### config.mk
export PLATFORM = sky130hd
export DESIGN_NAME = life_gen_ctrl_flat
export DESIGN_NICKNAME = d
export VERILOG_FILES = /design/src/rtl/life_gen_ctrl_if.sv /design/src/rtl/life_gen_ctrl.sv /design/src/flat_wrapper.sv
export SDC_FILE = /design/constraint.sdc
export NUM_CORES = 1
export LEC_CHECK = 0
export BUFFER_PORTS_ARGS = -buffer_cell sky130_fd_sc_hd__buf_2
export CAP_MARGIN = 10
export CORE_MARGIN = 8
export CORE_UTILIZATION = 59
export CTS_BUF_LIST = sky130_fd_sc_hd__clkbuf_4 sky130_fd_sc_hd__clkbuf_8
export CTS_CLUSTER_SIZE = 30
export DETAILED_ROUTE_END_ITERATION = 8
export GPL_TIMING_DRIVEN = 0
export PLACE_DENSITY = 0.94
export SYNTH_ARGS = -nofsm -noshare
export SYNTH_HDL_FRONTEND = slang
export SYNTH_SLANG_ARGS = --single-unit
export TNS_END_PERCENT = 1
### constraint.sdc
create_clock -name clka -period 3.8 [get_ports clka]
set_input_delay 1.14 -clock clka [delete_from_list [all_inputs] [get_ports clka]]
set_output_delay 1.14 -clock clka [all_outputs]
set_load 0.1 [all_outputs]
### src/rtl/life_gen_ctrl_if.sv
// ---------------------------------------------------------------------------
// life_gen_ctrl_if
//   Control/status bundle between the Life generation controller and the
//   block driving it (host sequencer or testbench).
//
//   Parameters:
//     IDX_W  width of cell_idx
//     GEN_W  width of gen_count
//
//   Signals (direction seen from the controller, i.e. the slave modport):
//     in  load_req   level, request pattern load
//     in  run        level, free-run mode
//     in  step       1-cycle pulse, single generation when run=0
//     in  pause      level, hold in PAUSE
//     in  pace_tick  1-cycle pacing pulse
//     in  lose_sig   board-extinct flag from the array
//     in  mem_ready  array ready (only with LIFE_GEN_STALL_EN defined)
//     out state      current state code
//     out load_en    array takes external pattern bit
//     out read_en    array computes next-gen cell
//     out write_en   array writes cell at cell_idx
//     out commit     array swaps next-gen buffer into current
//     out clear      array writes 0 at cell_idx
//     out cell_idx   current cell address
//     out gen_count  committed generations
//     out busy       high in LOAD, STEP, COMMIT, CLEAR
//     out win        sticky win
//     out lose       sticky loss
//
//   Optional macro: LIFE_GEN_STALL_EN adds mem_ready.
// ---------------------------------------------------------------------------
interface life_gen_ctrl_if #(
    parameter int unsigned IDX_W = 6,
    parameter int unsigned GEN_W = 9
);
    logic             load_req;
    logic             run;
    logic             step;
    logic             pause;
    logic             pace_tick;
    logic             lose_sig;
`ifdef LIFE_GEN_STALL_EN
    logic             mem_ready;
`endif
    logic [2:0]       state;
    logic             load_en;
    logic             read_en;
    logic             write_en;
    logic             commit;
    logic             clear;
    logic [IDX_W-1:0] cell_idx;
    logic [GEN_W-1:0] gen_count;
    logic             busy;
    logic             win;
    logic             lose;

    modport master (
`ifdef LIFE_GEN_STALL_EN
        output mem_ready,
`endif
        output load_req, run, step, pause, pace_tick, lose_sig,
        input  state, load_en, read_en, write_en, commit, clear,
        input  cell_idx, gen_count, busy, win, lose
    );

    modport slave (
`ifdef LIFE_GEN_STALL_EN
        input  mem_ready,
`endif
        input  load_req, run, step, pause, pace_tick, lose_sig,
        output state, load_en, read_en, write_en, commit, clear,
        output cell_idx, gen_count, busy, win, lose
    );
endinterface

### src/rtl/life_gen_ctrl.sv
// ---------------------------------------------------------------------------
// life_gen_ctrl
//   Single-clock sequencer for the Life board datapath. Sweeps a
//   CELL_CNT-cell array for pattern load, generation step and board clear,
//   pulses commit after each load/step pass, counts committed generations
//   and latches win (WIN_GEN generations) or loss (extinction flag).
//   Free-run mode is paced by a coalescing pending-tick flag; single-step
//   and pause modes are also supported.
//
//   Ports:
//     clka   in   sole clock, rising edge
//     reset  in   synchronous, active-high; forces CLEAR from any state
//     bus    slave modport of life_gen_ctrl_if (control inputs, Moore
//            status/enable outputs, cell_idx, gen_count)
//
//   Parameters: CELL_CNT (>=2), IDX_W (2**IDX_W >= CELL_CNT),
//               WIN_GEN (>=1), GEN_W (2**GEN_W > WIN_GEN)
//
//   Optional macro: LIFE_GEN_STALL_EN -- sweeps in LOAD/STEP/CLEAR advance
//   only when bus.mem_ready=1; without it the sweep never stalls.
// ---------------------------------------------------------------------------
module life_gen_ctrl #(
    parameter int unsigned CELL_CNT = 64,
    parameter int unsigned IDX_W    = 6,
    parameter int unsigned WIN_GEN  = 10,
    parameter int unsigned GEN_W    = 9
) (
    input  logic           clka,
    input  logic           reset,
    life_gen_ctrl_if.slave bus
);

    typedef enum logic [2:0] {
        S_IDLE   = 3'b000,
        S_WIN    = 3'b001,
        S_LOAD   = 3'b010,
        S_STEP   = 3'b011,
        S_COMMIT = 3'b100,
        S_PAUSE  = 3'b101,
        S_LOSE   = 3'b110,
        S_CLEAR  = 3'b111
    } state_t;

    localparam logic [IDX_W-1:0] LAST_IDX = IDX_W'(CELL_CNT - 1);
    localparam logic [GEN_W-1:0] WIN_CNT  = GEN_W'(WIN_GEN);

    state_t           state_q, state_d;
    logic [IDX_W-1:0] idx_q, idx_d;
    logic [GEN_W-1:0] gen_q, gen_d;
    logic             pending_q, pending_d;
    logic             from_step_q, from_step_d;
    // {load_en, read_en, write_en, commit, clear, busy, win, lose}
    logic [7:0]       outs_q;

    logic             ready;
    logic             sweep_last;
    logic [GEN_W-1:0] gen_inc;

`ifdef LIFE_GEN_STALL_EN
    assign ready = bus.mem_ready;
`else
    assign ready = 1'b1;
`endif

    assign sweep_last = (idx_q == LAST_IDX);
    assign gen_inc    = gen_q + GEN_W'(1);

    // Enable/status decode of a state; registered against the next state so
    // the outputs line up with state_q without a combinational path.
    function automatic logic [7:0] decode(input state_t s);
        logic [7:0] o;
        o = '0;
        case (s)
            S_LOAD:   o = 8'b1010_0100;  // load_en, write_en, busy
            S_STEP:   o = 8'b0110_0100;  // read_en, write_en, busy
            S_COMMIT: o = 8'b0001_0100;  // commit, busy
            S_CLEAR:  o = 8'b0010_1100;  // write_en, clear, busy
            S_WIN:    o = 8'b0000_0010;  // win
            S_LOSE:   o = 8'b0000_0001;  // lose
            default:  o = '0;
        endcase
        return o;
    endfunction

    always_comb begin
        state_d     = state_q;
        idx_d       = idx_q;
        gen_d       = gen_q;
        pending_d   = pending_q;
        from_step_d = from_step_q;

        // Pacing ticks coalesce into one pending flag; PAUSE discards it.
        case (state_q)
            S_PAUSE:                  pending_d = 1'b0;
            S_WIN, S_LOSE, S_CLEAR:   pending_d = pending_q;
            default:                  pending_d = pending_q | bus.pace_tick;
        endcase

        case (state_q)
            S_CLEAR: begin
                if (ready) begin
                    if (sweep_last) begin
                        state_d = S_IDLE;
                        idx_d   = '0;
                    end else begin
                        idx_d = idx_q + IDX_W'(1);
                    end
                end
            end

            S_IDLE: begin
                if (bus.lose_sig) begin
                    state_d = S_LOSE;
                end else if (bus.load_req) begin
                    state_d = S_LOAD;
                end else if (bus.pause) begin
                    state_d = S_PAUSE;
                end else if (bus.run && pending_q) begin
                    state_d   = S_STEP;
                    // consume the pending tick, but keep one arriving now
                    pending_d = bus.pace_tick;
                end else if (!bus.run && bus.step) begin
                    state_d = S_STEP;
                end
            end

            S_LOAD, S_STEP: begin
                if (ready) begin
                    if (sweep_last) begin
                        state_d     = S_COMMIT;
                        idx_d       = '0;
                        from_step_d = (state_q == S_STEP);
                    end else begin
                        idx_d = idx_q + IDX_W'(1);
                    end
                end
            end

            S_COMMIT: begin
                idx_d = '0;
                if (from_step_q) begin
                    gen_d = gen_inc;
                end
                if (bus.lose_sig) begin
                    state_d = S_LOSE;
                end else if (from_step_q && (gen_inc == WIN_CNT)) begin
                    state_d = S_WIN;
                end else begin
                    state_d = S_IDLE;
                end
            end

            S_PAUSE: begin
                if (bus.lose_sig) begin
                    state_d = S_LOSE;
                end else if (!bus.pause) begin
                    state_d = S_IDLE;
                end
            end

            default: begin
                // WIN and LOSE are terminal until reset
                state_d = state_q;
            end
        endcase
    end

    always_ff @(posedge clka) begin
        if (reset) begin
            state_q     <= S_CLEAR;
            idx_q       <= '0;
            gen_q       <= '0;
            pending_q   <= 1'b0;
            from_step_q <= 1'b0;
            outs_q      <= decode(S_CLEAR);
        end else begin
            state_q     <= state_d;
            idx_q       <= idx_d;
            gen_q       <= gen_d;
            pending_q   <= pending_d;
            from_step_q <= from_step_d;
            outs_q      <= decode(state_d);
        end
    end

    assign bus.state     = state_q;
    assign bus.cell_idx  = idx_q;
    assign bus.gen_count = gen_q;
    assign bus.load_en   = outs_q[7];
    assign bus.read_en   = outs_q[6];
    assign bus.write_en  = outs_q[5];
    assign bus.commit    = outs_q[4];
    assign bus.clear     = outs_q[3];
    assign bus.busy      = outs_q[2];
    assign bus.win       = outs_q[1];
    assign bus.lose      = outs_q[0];

endmodule

### src/flat_wrapper.sv
// flat-port wrapper written by rule: the top's interface ports become plain ports
module life_gen_ctrl_flat 
#(
    parameter int unsigned CELL_CNT = 64,
    parameter int unsigned IDX_W    = 6,
    parameter int unsigned WIN_GEN  = 10,
    parameter int unsigned GEN_W    = 9
)
  (clka, reset, bus_load_req, bus_run, bus_step, bus_pause, bus_pace_tick, bus_lose_sig, bus_state, bus_load_en, bus_read_en, bus_write_en, bus_commit, bus_clear, bus_cell_idx, bus_gen_count, bus_busy, bus_win, bus_lose);
  life_gen_ctrl_if #(.IDX_W(IDX_W), .GEN_W(GEN_W)) bus_i ();
  input  logic clka;
  input  logic reset;
  input wire logic [$bits(bus_i.load_req)-1:0] bus_load_req;
  input wire logic [$bits(bus_i.run)-1:0] bus_run;
  input wire logic [$bits(bus_i.step)-1:0] bus_step;
  input wire logic [$bits(bus_i.pause)-1:0] bus_pause;
  input wire logic [$bits(bus_i.pace_tick)-1:0] bus_pace_tick;
  input wire logic [$bits(bus_i.lose_sig)-1:0] bus_lose_sig;
  output wire logic [$bits(bus_i.state)-1:0] bus_state;
  output wire logic [$bits(bus_i.load_en)-1:0] bus_load_en;
  output wire logic [$bits(bus_i.read_en)-1:0] bus_read_en;
  output wire logic [$bits(bus_i.write_en)-1:0] bus_write_en;
  output wire logic [$bits(bus_i.commit)-1:0] bus_commit;
  output wire logic [$bits(bus_i.clear)-1:0] bus_clear;
  output wire logic [$bits(bus_i.cell_idx)-1:0] bus_cell_idx;
  output wire logic [$bits(bus_i.gen_count)-1:0] bus_gen_count;
  output wire logic [$bits(bus_i.busy)-1:0] bus_busy;
  output wire logic [$bits(bus_i.win)-1:0] bus_win;
  output wire logic [$bits(bus_i.lose)-1:0] bus_lose;
  assign bus_i.load_req = bus_load_req;
  assign bus_i.run = bus_run;
  assign bus_i.step = bus_step;
  assign bus_i.pause = bus_pause;
  assign bus_i.pace_tick = bus_pace_tick;
  assign bus_i.lose_sig = bus_lose_sig;
  assign bus_state = bus_i.state;
  assign bus_load_en = bus_i.load_en;
  assign bus_read_en = bus_i.read_en;
  assign bus_write_en = bus_i.write_en;
  assign bus_commit = bus_i.commit;
  assign bus_clear = bus_i.clear;
  assign bus_cell_idx = bus_i.cell_idx;
  assign bus_gen_count = bus_i.gen_count;
  assign bus_busy = bus_i.busy;
  assign bus_win = bus_i.win;
  assign bus_lose = bus_i.lose;
  life_gen_ctrl #(.CELL_CNT(CELL_CNT), .IDX_W(IDX_W), .WIN_GEN(WIN_GEN), .GEN_W(GEN_W)) u_core (.clka(clka), .reset(reset), .bus(bus_i));
endmodule
After elaboration in Yosys (flattened, before gate mapping)
Index checks and enable logic that the tools add are counted.
Storage, ports and cells
  bits in latches: 0
  bits in writable memories: 0
  output and inout bits: 26
  register bits after elaboration: 28
  memories: 0
  ROM bits: 0
  logic and storage cells: 56
  bits of input ports: 8
Cells by class
  equality and inequality tests: 15
  magnitude comparators: 0
  $mul: 0
  add/sub/neg operators: 2
  reductions and logical operators: 11
  shifts and indexed selects: 0
  div/mod/pow operators: 0
  multiplexer cells: 21
  bitwise gates (word level): 1
Operators with widths (count)
  case mux 8 bit (6 select lines): 1
  two-way mux 3 bit: 10
  == test 3 bit, second input constant: 7
  case mux 3 bit (5 select lines): 1
  == test 3 x 2 -> 1 bit, second input constant: 4
  case mux 6 bit (2 select lines): 1
  adder 9 x 1 -> 9 bit, second input constant: 1
  == test 9 x 4 -> 1 bit, second input constant: 1
  adder 6 x 1 -> 6 bit, second input constant: 1
  == test 3 x 1 -> 1 bit, second input constant: 2
  == test 6 bit, second input constant: 1
  two-way mux 1 bit: 6
  two-way mux 6 bit: 1
  OR reduction 3 bit: 2
  AND reduction 2 bit: 2
  logical AND 1 bit: 3
  zero test 3 bit: 1
  case mux 1 bit (2 select lines): 1
  nonzero test 2 bit: 1
  OR reduction 2 bit: 1
  zero test 1 bit: 1
  OR 1 bit: 1

Longest topological paths before layout
Gate-level depths: netlist of the first run.
  word-level depth: 10
  mapped depth: 7
  mapped depth without buffers: 6

Worst setup path after synthesis of the first run
Ideal clock, no wire load.
  path type: register to register
  from: register u_core.idx_q[0], in the netlist u_core.bus.cell_idx[0]
  to: register u_core.outs_q[2]
  buffers on the path: 0
  period minus slack after synthesis: 2530 ps
  slack: 1270 ps
  data required time: 3685 ps
  data arrival time: 2415 ps
  stages on the path, launching flop included: 7
  setup time: 115 ps
  cell sequence: dfxtp_1 ha_1 nand4_2 or2_1 a31o_4 nor4_4 o21ba_1
Between the ends
  cells in the longest elaborated chain, start to end: 5
  elaborated cells on any way between the ends: 11
  classes of those cells: eq/ne (7); mux (4)
RTL lines
  start: declaration: line life_gen_ctrl.sv:48  | logic [IDX_W-1:0] idx_q, idx_d;
  start signal: assignment: line life_gen_ctrl.sv:178  | idx_q <= idx_d;
  == test 6 bit *: line life_gen_ctrl.sv:65  | assign sweep_last = (idx_q == LAST_IDX);
  two-way mux 3 bit, on equally long branches: line life_gen_ctrl.sv:129, life_gen_ctrl.sv:102
  case mux 3 bit (5 select lines) *: line life_gen_ctrl.sv:99  | case (state_q)
  == test 3 bit, or another cell as far along: line life_gen_ctrl.sv:73  | case (s)
  case mux 8 bit (6 select lines) *: line life_gen_ctrl.sv:73
  end signal: assignment: line life_gen_ctrl.sv:175  | outs_q <= decode(S_CLEAR);
  end signal: assignment: line life_gen_ctrl.sv:182  | outs_q <= decode(state_d);
  end: declaration: line life_gen_ctrl.sv:53  | logic [7:0] outs_q;
Mark *: on every way between the ends. The rest lies on a longest branch, timed or not.
A chain may end at the register's enable or synchronous reset.

Final worst setup path of the first run
  from: register u_core.state_q[2], in the netlist u_core.bus.state[2]
  to: output port bus_state[2]
RTL lines
  start: declaration: line life_gen_ctrl.sv:47  | state_t state_q, state_d;
  start signal: assignment: line life_gen_ctrl.sv:177  | state_q <= state_d;
  end: declaration: line flat_wrapper.sv:19  | output wire logic [$bits(bus_i.state)-1:0] bus_state;
No word-level cell between the ends.

==> results of run 1 <==
## area by class of cell
cell class / count / share of cell area [%]
plain buffers: 8 / 3.01
clock buffers: 3 / 1.32
inverters: 7 / 1.54
multi-input cells: 124 / 49.4
flip-flops and latches: 28 / 32.9
well taps: 30 / 2.20
repair buffers: 33 / 9.68
## per-layer routing
| metal | global-route usage (%) | part of all wire [%] | wire, µm | up-vias |
|---|---|---|---|---|
| met5 | 0 | 0 | 0 | - |
| met4 | 7.20 | 2.0 | 65 | 0 |
| met3 | 4.07 | 5.3 | 174 | 6 |
| met2 | 27.5 | 48 | 1560 | 37 |
| met1 | 18.7 | 45 | 1460 | 620 |
| li1 | - | - | - | 668 |
## per-stage QoR
step / instances / power (mW)
floorplan: 167 / 0.339
CTS: 233 / 0.464
global route: 233 / 0.480
detailed placement: 230 / 0.351
finish: 233 / 0.462
global placement: 230 / 0.350
## worst min-delay path by stage
stage          slack [ns]               start  depth (start not counted)                 end
6_report             0.51  u_core.from_step_q                          2  u_core.from_step_q
5_1_grt              0.53  u_core.from_step_q                          2  u_core.from_step_q
4_1_cts              0.52  u_core.from_step_q                          2  u_core.from_step_q
3_5_place_dp         0.48  u_core.from_step_q                          2  u_core.from_step_q
3_3_place_gp         0.47  u_core.from_step_q                          2  u_core.from_step_q
2_1_floorplan        0.45  u_core.from_step_q                          2  u_core.from_step_q
## kinds of logic after synthesis
logic type	after synthesis	share of synthesized area, %
and+or+nand+nor	71	25.9
adders and majority gates	3	2.54
xor gates and xnor gates	12	7.10
AOI/OAI and AO/OA	31	16.3
buffers and inverters	15	5.24
DFF	28	37.9
muxes	7	5.07
## synthesized netlist by cell type (all sizes together) (5+ instances only)
library cell,count,area (µm²)
xnor2,6,52.6
nor2,28,105
inv,7,26.3
xor2,6,52.6
a32oi,5,43.8
dfxtp,28,561
nand2,12,45.0
buf,5,40.0
o21ai,9,48.8
mux2i,6,60.1
nand4,6,43.8
## power by group through the flow
stage / combinational (mW) / clock (mW) / sequential, mW
finish: 0.0451 / 0.117 / 0.299
global route: 0.0486 / 0.131 / 0.300
CTS: 0.0453 / 0.120 / 0.299
detailed placement: 0.0450 / 0 / 0.306
global placement: 0.0443 / 0 / 0.306
floorplan: 0.0138 / 0 / 0.325
## flip-flops by register name, indices dropped and copies added (netlist names)
register and count:
u_core.from_step_q 1, u_core.bus.gen_count 9, u_core.bus.state 3, u_core.pending_q 1
u_core.outs_q 8, u_core.bus.cell_idx 6
==> key figures, run 1 <==
Power and ir drop
  – Combinational share of power: 9.8%
  – Peak VDD IR: 0.208 mV
  – Power density cells: 271 nW/µm²
  – Cell Int Power: 0.345 mW
  – Sw Ratio: 25.3%
  – Leak: 0.695 nW
  – Flop pwr share: 64.8%
  – Sw power: 0.117 mW
  – Clock network power share: 25.4%

Cells and area
  – N_diodes: 0
  – Util after Layout: 70.1%
  – Commonest non-fill, non-tap cells in the layout: 35 x buf_2, 28 x nor2_1, 28 x dfxtp_1
  – Layout cells sized above 1: 27.1%
  – Register Area: 561 µm²
  – Final-stage net count: 216
  – Fill count: 189
  – Area of the multi-input gates: 842 µm²
  – Area Growth Syn to Fin: 15.2%
  – Commonest non-fill, non-tap cell in the layout: buf_2
  – Post-route design area: 1710 µm²

Floorplanning
  – Die X: 66.1 µm
  – Die span in y: 66.1 µm
  – Starting Density: 60.9%
  – I/O pin cnt: 34
  – Rows: 18
  – DIE AREA: 4370 µm²
  – Core area: 2430 µm²

Timing
  – RSZ-0062 raised after global routing: false
  – Slew Viols, Final: 0
  – Max_slew headroom: 60.2%
  – Fin. Hold Viols: 0
  – Final Cycle Share: 64.8%
  – Final setup viols: 0
  – Fmax: 406 MHz
  – Crit path time final: 2.46 ns
  – Setup Total Neg Slack: 0 ns
  – Fin worst setup slack: 1.34 ns
  – Final setup skew: 0.00827 ns
  – Final hold slack: 0.508 ns
  – Worst slew pin tran: 0.591 ns

Critical path
  – Crit path to: bus_state[2]
  – Critical Path Slowest Stage Cell: dfxtp_1
  – Crit Path Max Fanout: 9
  – R2r setup slk: 1.91 ns
  – CP arrival: 1.32 ns
  – Worst reg2reg path depth: 6
  – Critical Path, Cell by Cell: buf_2
  – Critical Path Max Stage Delay: 0.52 ns
  – Worst r2r src: u_core.bus.cell_idx[0]
  – Worst path bufs/invs: 1
  – Critical Path Source: u_core.bus.state[2]
  – Worst Setup Start Kind: flop
  – Top Family by Delay on Critical Path: flip-flops
  – Critical Path Stages: 1
  – Req. time, crit path: 2.66 ns
  – R2R Path End: u_core.outs_q[7]
  – Setup CP Type: flop to output pin
  – Setup crit end kind: output pin

Detailed routing
  – DR vias/cell: 5.71
  – # DRC: 0
  – Wire per inst: 14.0 µm
  – TritonRoute pass-1 iters: 4
  – DR iter-0 viols: 64
  – Post-DRT Antenna Nets: 0
  – Vias: 1331
  – Routed wire length: 3260 µm

GRT
  – Total grt overflow: 0
  – Vias in the first global route: 1306
  – First-pass GRT wire length: 5710 µm
  – Tot GR Track Use: 16.2%
  – Initial antenna violation count: 0
  – Largest net degree at the start of global routing: 15

Placed design
  – Setup slack at placement: 1.22 ns
  – Port-buffer cells: 33
  – Placed cell areas: 1680 µm²
  – Hpwl dp: 2470 µm
  – GPL Wtd Cong: 0.818

Synth
  – Net Count, Synth: 178
  – Asr flop ratio synth: 0%
  – Synthesis warning total: 0
  – Sequential element share of the synthesized area: 37.9%
  – Synth Instances: 167
  – Primary FF master, synth: dfxtp_1
  – Yosys reg bits: 28
  – Yosys cell types: 45
  – Mapped Area: 1480 µm²
  – Avg Inst Size Synth: 8.86 µm²
  – Number of synthesized flops with an enable pin: 0

Clocking
  – Clock Pin Slew Worst Setup and Hold Paths: 0.14 ns
  – Post-CTS Setup Bufs: 0
  – CTS buffer count: 3
  – Post-CTS Hold Buffers: 0
  – Max Buffers Root-to-Sink: 2
  – H-Tree Depth: 1
  – Clk_lat worst skew: 0.32 ns
  – CTS root buffer: clkbuf_4
  – Post-CTS Resized: 0
  – TritonCTS clock tree: built
  – Clk sink count: 28

Run status
  – Status: finished clean

Job
  – Max Cap Viol: 0

Worst hold path
  – Hold crit path type: flop to flop
No activity file was read; power rests on OpenSTA's default activity.
==> run 2, diff against run 1 <==
CORE_UTILIZATION = 50   (was 59)
PLACE_DENSITY = 0.86   (was 0.94)
clock period = 2.2 ns   (was 3.8 ns; I/O delays follow)
==> key figures, run 2 (synthesized netlist as in run 1, its figures left out) <==
Power and ir drop
  – Peak VDD IR: 0.346 mV
  – Combinational share of power: 9.3%
  – Flop pwr share: 61.8%
  – Clock network power share: 28.8%
  – Sw Ratio: 24.3%
  – Cell Int Power: 0.634 mW
  – Leak: 0.706 nW
  – Sw power: 0.204 mW
  – Power density cells: 483 nW/µm²

Critical path
  – Critical Path Source: u_core.bus.gen_count[5]
  – Setup CP Type: flop to output pin
  – CP arrival: 1.31 ns
  – R2R Path End: u_core.outs_q[2]
  – R2r setup slk: 0.35 ns
  – Crit Path Max Fanout: 6
  – Worst r2r src: u_core.bus.cell_idx[0]
  – Worst path bufs/invs: 1
  – Top Family by Delay on Critical Path: flip-flops
  – Critical Path Slowest Stage Cell: dfxtp_1
  – Critical Path, Cell by Cell: buf_2
  – Setup crit end kind: output pin
  – Req. time, crit path: 1.54 ns
  – Worst Setup Start Kind: flop
  – Worst reg2reg path depth: 6
  – Critical Path Max Stage Delay: 0.51 ns

Worst hold path
  – Hold crit path type: flop to flop
  – Hold Path End: u_core.bus.cell_idx[1]
  – Worst hold path depth: 2
  – Hold path start: u_core.bus.cell_idx[1]

Floorplanning
  – Die span in y: 70.4 µm
  – I/O pin cnt: 34
  – DIE AREA: 4960 µm²
  – Core area: 2780 µm²
  – Rows: 19
  – Die X: 70.4 µm
  – Starting Density: 53.2%

Cells and area
  – Layout cells sized above 1: 33.3%
  – Commonest non-fill, non-tap cell in the layout: buf_2
  – Final-stage net count: 216
  – Area Growth Syn to Fin: 17.2%
  – Util after Layout: 62.4%
  – Commonest non-fill, non-tap cells in the layout: 35 x buf_2, 28 x nor2_1, 16 x dfxtp_1
  – Max FFs per register: 9
  – N_diodes: 0

Run status
  – Status: finished clean

Detailed routing
  – DR iter-0 viols: 88
  – Post-DRT Antenna Nets: 0
  – # DRC: 0
  – TritonRoute pass-1 iters: 4
  – Metal-1 WL: 1530 µm
  – DR vias/cell: 5.60
  – Met2 wire len: 1490 µm
  – Max layer used: met4
  – Wire per inst: 13.5 µm
  – Met3 WL: 136 µm
  – Vias: 1315
  – Routed wire length: 3180 µm

Placed design
  – Port-buffer cells: 33
  – GPL Wtd Cong: 0.823
  – Hpwl dp: 2480 µm

Clocking
  – Clk_lat worst skew: 0.32 ns
  – Max Buffers Root-to-Sink: 2
  – Clock Pin Slew Worst Setup and Hold Paths: 0.15 ns
  – CTS root buffer: clkbuf_4
  – Clk sink count: 28
  – CTS buffer count: 3
  – TritonCTS clock tree: built
  – Post-CTS Hold Buffers: 0
  – Post-CTS Resized: 0
  – Post-CTS Setup Bufs: 0
  – H-Tree Depth: 1

GRT
  – Tot GR Track Use: 12.7%
  – Total grt overflow: 0
  – Vias in the first global route: 1200
  – First-pass GRT wire length: 5510 µm
  – Initial antenna violation count: 0
  – Largest net degree at the start of global routing: 16

Timing
  – Max_slew headroom: 58.2%
  – Final setup viols: 0
  – Slew Viols, Final: 0
  – Fin. Hold Viols: 0
  – Fmax: 507 MHz
  – Crit path time final: 1.97 ns
  – Final setup skew: 0.00957 ns
  – RSZ-0062 raised after global routing: false
  – Final Cycle Share: 89.7%
  – Worst slew pin tran: 0.621 ns
  – Setup Total Neg Slack: 0 ns

Job
  – Max Cap Viol: 0
==> run 2: metrics by stage <==
stage          std cells  total power [mW]  setup WS, ns  instance area (µm²)  hold WS (ns)
3_3_place_gp         231             0.606         0.112                 1700         0.465
3_5_place_dp         231             0.608         0.101                 1700         0.513
5_1_grt              235             0.871         0.180                 1740         0.525
2_1_floorplan        167             0.587       0.00184                 1500         0.452
4_1_cts              235             0.850         0.200                 1740         0.531
6_report             235             0.838         0.226                 1740         0.539
==> run 2: area by class of cell <==
cell class | instances | area, µm²
fill | 248 | 1050
tap | 31 | 38.8
clock buffer | 4 | 36.3
sequential | 28 | 576
multi-input combinational | 124 | 842
inverter | 7 | 26.3
timing repair buffer | 33 | 165
buffer | 8 | 51.3
==> run 2: power groups by stage <==
stage / clock [mW] / sequential [mW] / combinational (mW)
4_1_cts: 0.253 / 0.518 / 0.0788
3_5_place_dp: 0 / 0.530 / 0.0785
6_report: 0.242 / 0.518 / 0.0780
2_1_floorplan: 0 / 0.563 / 0.0237
5_1_grt: 0.267 / 0.520 / 0.0839
3_3_place_gp: 0 / 0.529 / 0.0771
==> run 2: how the worst max path moves through the flow <==
| stage | to | slack [ns] | depth (start not counted) |
|---|---|---|---|
| 3_5_place_dp | u_core.outs_q[2] | 0.10 | 6 |
| 5_1_grt | bus_gen_count[5] | 0.18 | 1 |
| 4_1_cts | bus_gen_count[5] | 0.20 | 1 |
| 6_report | bus_gen_count[5] | 0.23 | 1 |
| 3_3_place_gp | u_core.outs_q[7] | 0.11 | 6 |
| 2_1_floorplan | u_core.outs_q[7] | 0.002 | 5 |
==> run 2: worst reg2reg max path, cell delays in order (launching register included) <==
cell     delay [ns]
dfxtp_2        0.39
ha_1           0.23
nand4_2        0.17
or2_1          0.27
a31o_4         0.27
nor4_4         0.26
o21ba_1        0.18
==> run 2: per-layer routing <==
metal,up-vias,GRT usage (%)
met4,0,2.46
li1,673,-
met3,4,2.68
met2,27,20.7
met5,-,0
met1,611,16.6
==> run 3, diff against run 2 <==
ABC_AREA = 1   (was not set)
clock period = 1.73 ns   (was 2.2 ns; I/O delays follow)
==> key figures, run 3 <==
Cells and area
  – N_diodes: 0
  – Layout cells sized above 1: 30.2%
  – Max FFs per register: 9
  – Util after Layout: 61.7%
  – Fill count: 277
  – Area Growth Syn to Fin: 20.5%
  – Final-stage net count: 267
  – Commonest non-fill, non-tap cells in the layout: 56 x nand2_1, 32 x inv_1, 29 x buf_2
  – Commonest non-fill, non-tap cell in the layout: nand2_1

Synth
  – Avg Inst Size Synth: 6.93 µm²
  – Net Count, Synth: 229
  – Mapped Area: 1510 µm²
  – Synthesis warning total: 0
  – Yosys cell types: 30
  – Most frequent cells after synthesis: 56 x nand2_1, 32 x inv_1, 28 x dfxtp_1, 20 x nor2_1, 17 x o21ai_0
  – Primary FF master, synth: dfxtp_1
  – Synth area leaders: dfxtp_1 37%, nand2_1 14%, inv_1 7.9%, o21ai_0 5.6%, nor2_1 5.0%
  – Cell taking the most area after synthesis: dfxtp_1
  – Number of synthesized flops with an enable pin: 0
  – Yosys reg bits: 28
  – Area share of the largest cell type after synthesis: 37.1%
  – Synth Instances: 218
  – Sequential element share of the synthesized area: 37.1%
  – Asr flop ratio synth: 0%
  – Count leader, synth: nand2_1

Critical path
  – Worst path bufs/invs: 1
  – Top Family by Delay on Critical Path: buffers and inverters
  – Req. time, crit path: 1.21 ns
  – Worst reg2reg path depth: 9
  – Setup CP Type: flop to output pin
  – Critical Path, Cell by Cell: buf_2
  – Setup crit end kind: output pin
  – Worst Setup Start Kind: flop
  – Crit Path Max Fanout: 6
  – Critical Path Slowest Stage Cell: buf_2
  – Critical Path Stages: 1
  – R2R Path End: u_core.outs_q[6]
  – CP arrival: 1.17 ns
  – Worst r2r src: u_core.bus.state[1]
  – Critical Path Max Stage Delay: 0.44 ns
  – R2r setup slk: 0.17 ns

Detailed routing
  – DR vias/cell: 5.18
  – DR iter-0 viols: 108
  – # DRC: 0
  – Post-DRT Antenna Nets: 0
  – Routed wire length: 3380 µm
  – TritonRoute pass-1 iters: 5
  – Vias: 1493
  – Wire per inst: 11.8 µm

GRT
  – First-pass GRT wire length: 5560 µm
  – Total grt overflow: 0
  – Largest net degree at the start of global routing: 16
  – Vias in the first global route: 1333
  – Tot GR Track Use: 13.2%
  – Initial antenna violation count: 0

Timing
  – Final Cycle Share: 97.4%
  – RSZ-0062 raised after global routing: false
  – Final setup skew: 0.0100 ns
  – Crit path time final: 1.68 ns
  – Slew Viols, Final: 0
  – Fin worst setup slack: 0.0458 ns
  – Setup Total Neg Slack: 0 ns
  – Worst slew pin tran: 0.508 ns
  – Final hold slack: 0.469 ns
  – Max_slew headroom: 66.1%
  – Fin. Hold Viols: 0
  – Fmax: 594 MHz
  – Final setup viols: 0

Placed design
  – Port-buffer cells: 33
  – Hpwl dp: 2640 µm
  – GPL Wtd Cong: 0.836
  – Setup slack at placement: 0.0703 ns

Clocking
  – TritonCTS clock tree: built
  – Clk sink count: 28
  – Max Buffers Root-to-Sink: 2
  – CTS root buffer: clkbuf_4
  – Clk_lat worst skew: 0.32 ns
  – Clock Pin Slew Worst Setup and Hold Paths: 0.15 ns
  – Post-CTS Setup Bufs: 0
  – CTS buffer count: 3
  – H-Tree Depth: 1

Floorplanning
  – Rows: 20
  – DIE AREA: 5040 µm²
  – Die X: 71.0 µm
  – Starting Density: 51.2%
  – I/O pin cnt: 34
  – Die span in y: 71.0 µm
  – Core area: 2950 µm²

Power and ir drop
  – Total power: 1.38 mW
  – Power density cells: 758 nW/µm²
  – Leak: 0.857 nW
  – Peak VDD IR: 0.464 mV

Run status
  – Status: finished clean

Job
  – Max Cap Viol: 0

Worst hold path
  – Hold Path End: u_core.pending_q
  – Hold crit path type: input pin to flop
  – Worst hold path depth: 3
  – Hold path start: bus_pace_tick
-- run 3: layout make-up --
type / instances / area (µm²) / area share [%]
Buffer: 4 / 17.5 / 0.962
Clock buffer: 4 / 30.0 / 1.65
Inverter: 34 / 128 / 7.01
Multi-Input combinational cell: 152 / 826 / 45.3
Sequential cell: 28 / 599 / 32.9
Tap cell: 33 / 41.3 / 2.27
Timing Repair Buffer: 33 / 180 / 9.89
-- run 3: worst max path at each step --
stage | startpoint | end | slack (ns)
2_1_floorplan | u_core.bus.state[0] | u_core.outs_q[2] | -0.003
3_3_place_gp | bus_run | u_core.outs_q[7] | 0.15
3_5_place_dp | bus_run | u_core.outs_q[7] | 0.07
4_1_cts | u_core.bus.cell_idx[2] | bus_cell_idx[2] | 0.02
5_1_grt | u_core.bus.gen_count[3] | bus_gen_count[3] | 0.002
6_report | u_core.bus.gen_count[3] | bus_gen_count[3] | 0.05
-- run 3: logic make-up (layout without fill, tap and decap cells) --
group | after synthesis | after routing | synth area share (%)
flip-flops | 28 | 28 | 37.1
XOR/XNOR | 1 | 1 | 0.580
buffers and inverters | 38 | 75 | 9.60
AO/OA/AOI/OAI | 38 | 38 | 14.7
AND/OR/NAND/NOR | 110 | 110 | 35.5
adder cells (fa/ha/maj) | 3 | 3 | 2.48
-- run 3: per-layer routing --
metal  vias up  global-route usage (%)  routed length [µm]
met1       669                    15.0                1550
met3         6                    3.11                 173
li1        778                       -                   -
met2        40                    22.8                1630
met5         -                       0                   0
met4         0                    6.24                  38
-- run 3: timing repair --
item	CTS	global route
gates resized for setup	2	5
setup endpoints to repair	2	7
hold buffers	0	0
-- run 3: per-stage QoR --
step | cells | cell area (µm²)
3_5_place_dp | 284 | 1770
5_1_grt | 288 | 1820
4_1_cts | 288 | 1810
2_1_floorplan | 218 | 1570
3_3_place_gp | 284 | 1770
6_report | 288 | 1820
-- run 3: power by group --
part           switching [mW]  internal [mW]  total (mW)  leakage (nW)
sequential             0.0253          0.670       0.695         0.235
clock                   0.187          0.106       0.293        0.0184
combinational           0.310         0.0834       0.393         0.604
total                   0.522          0.859        1.38         0.857
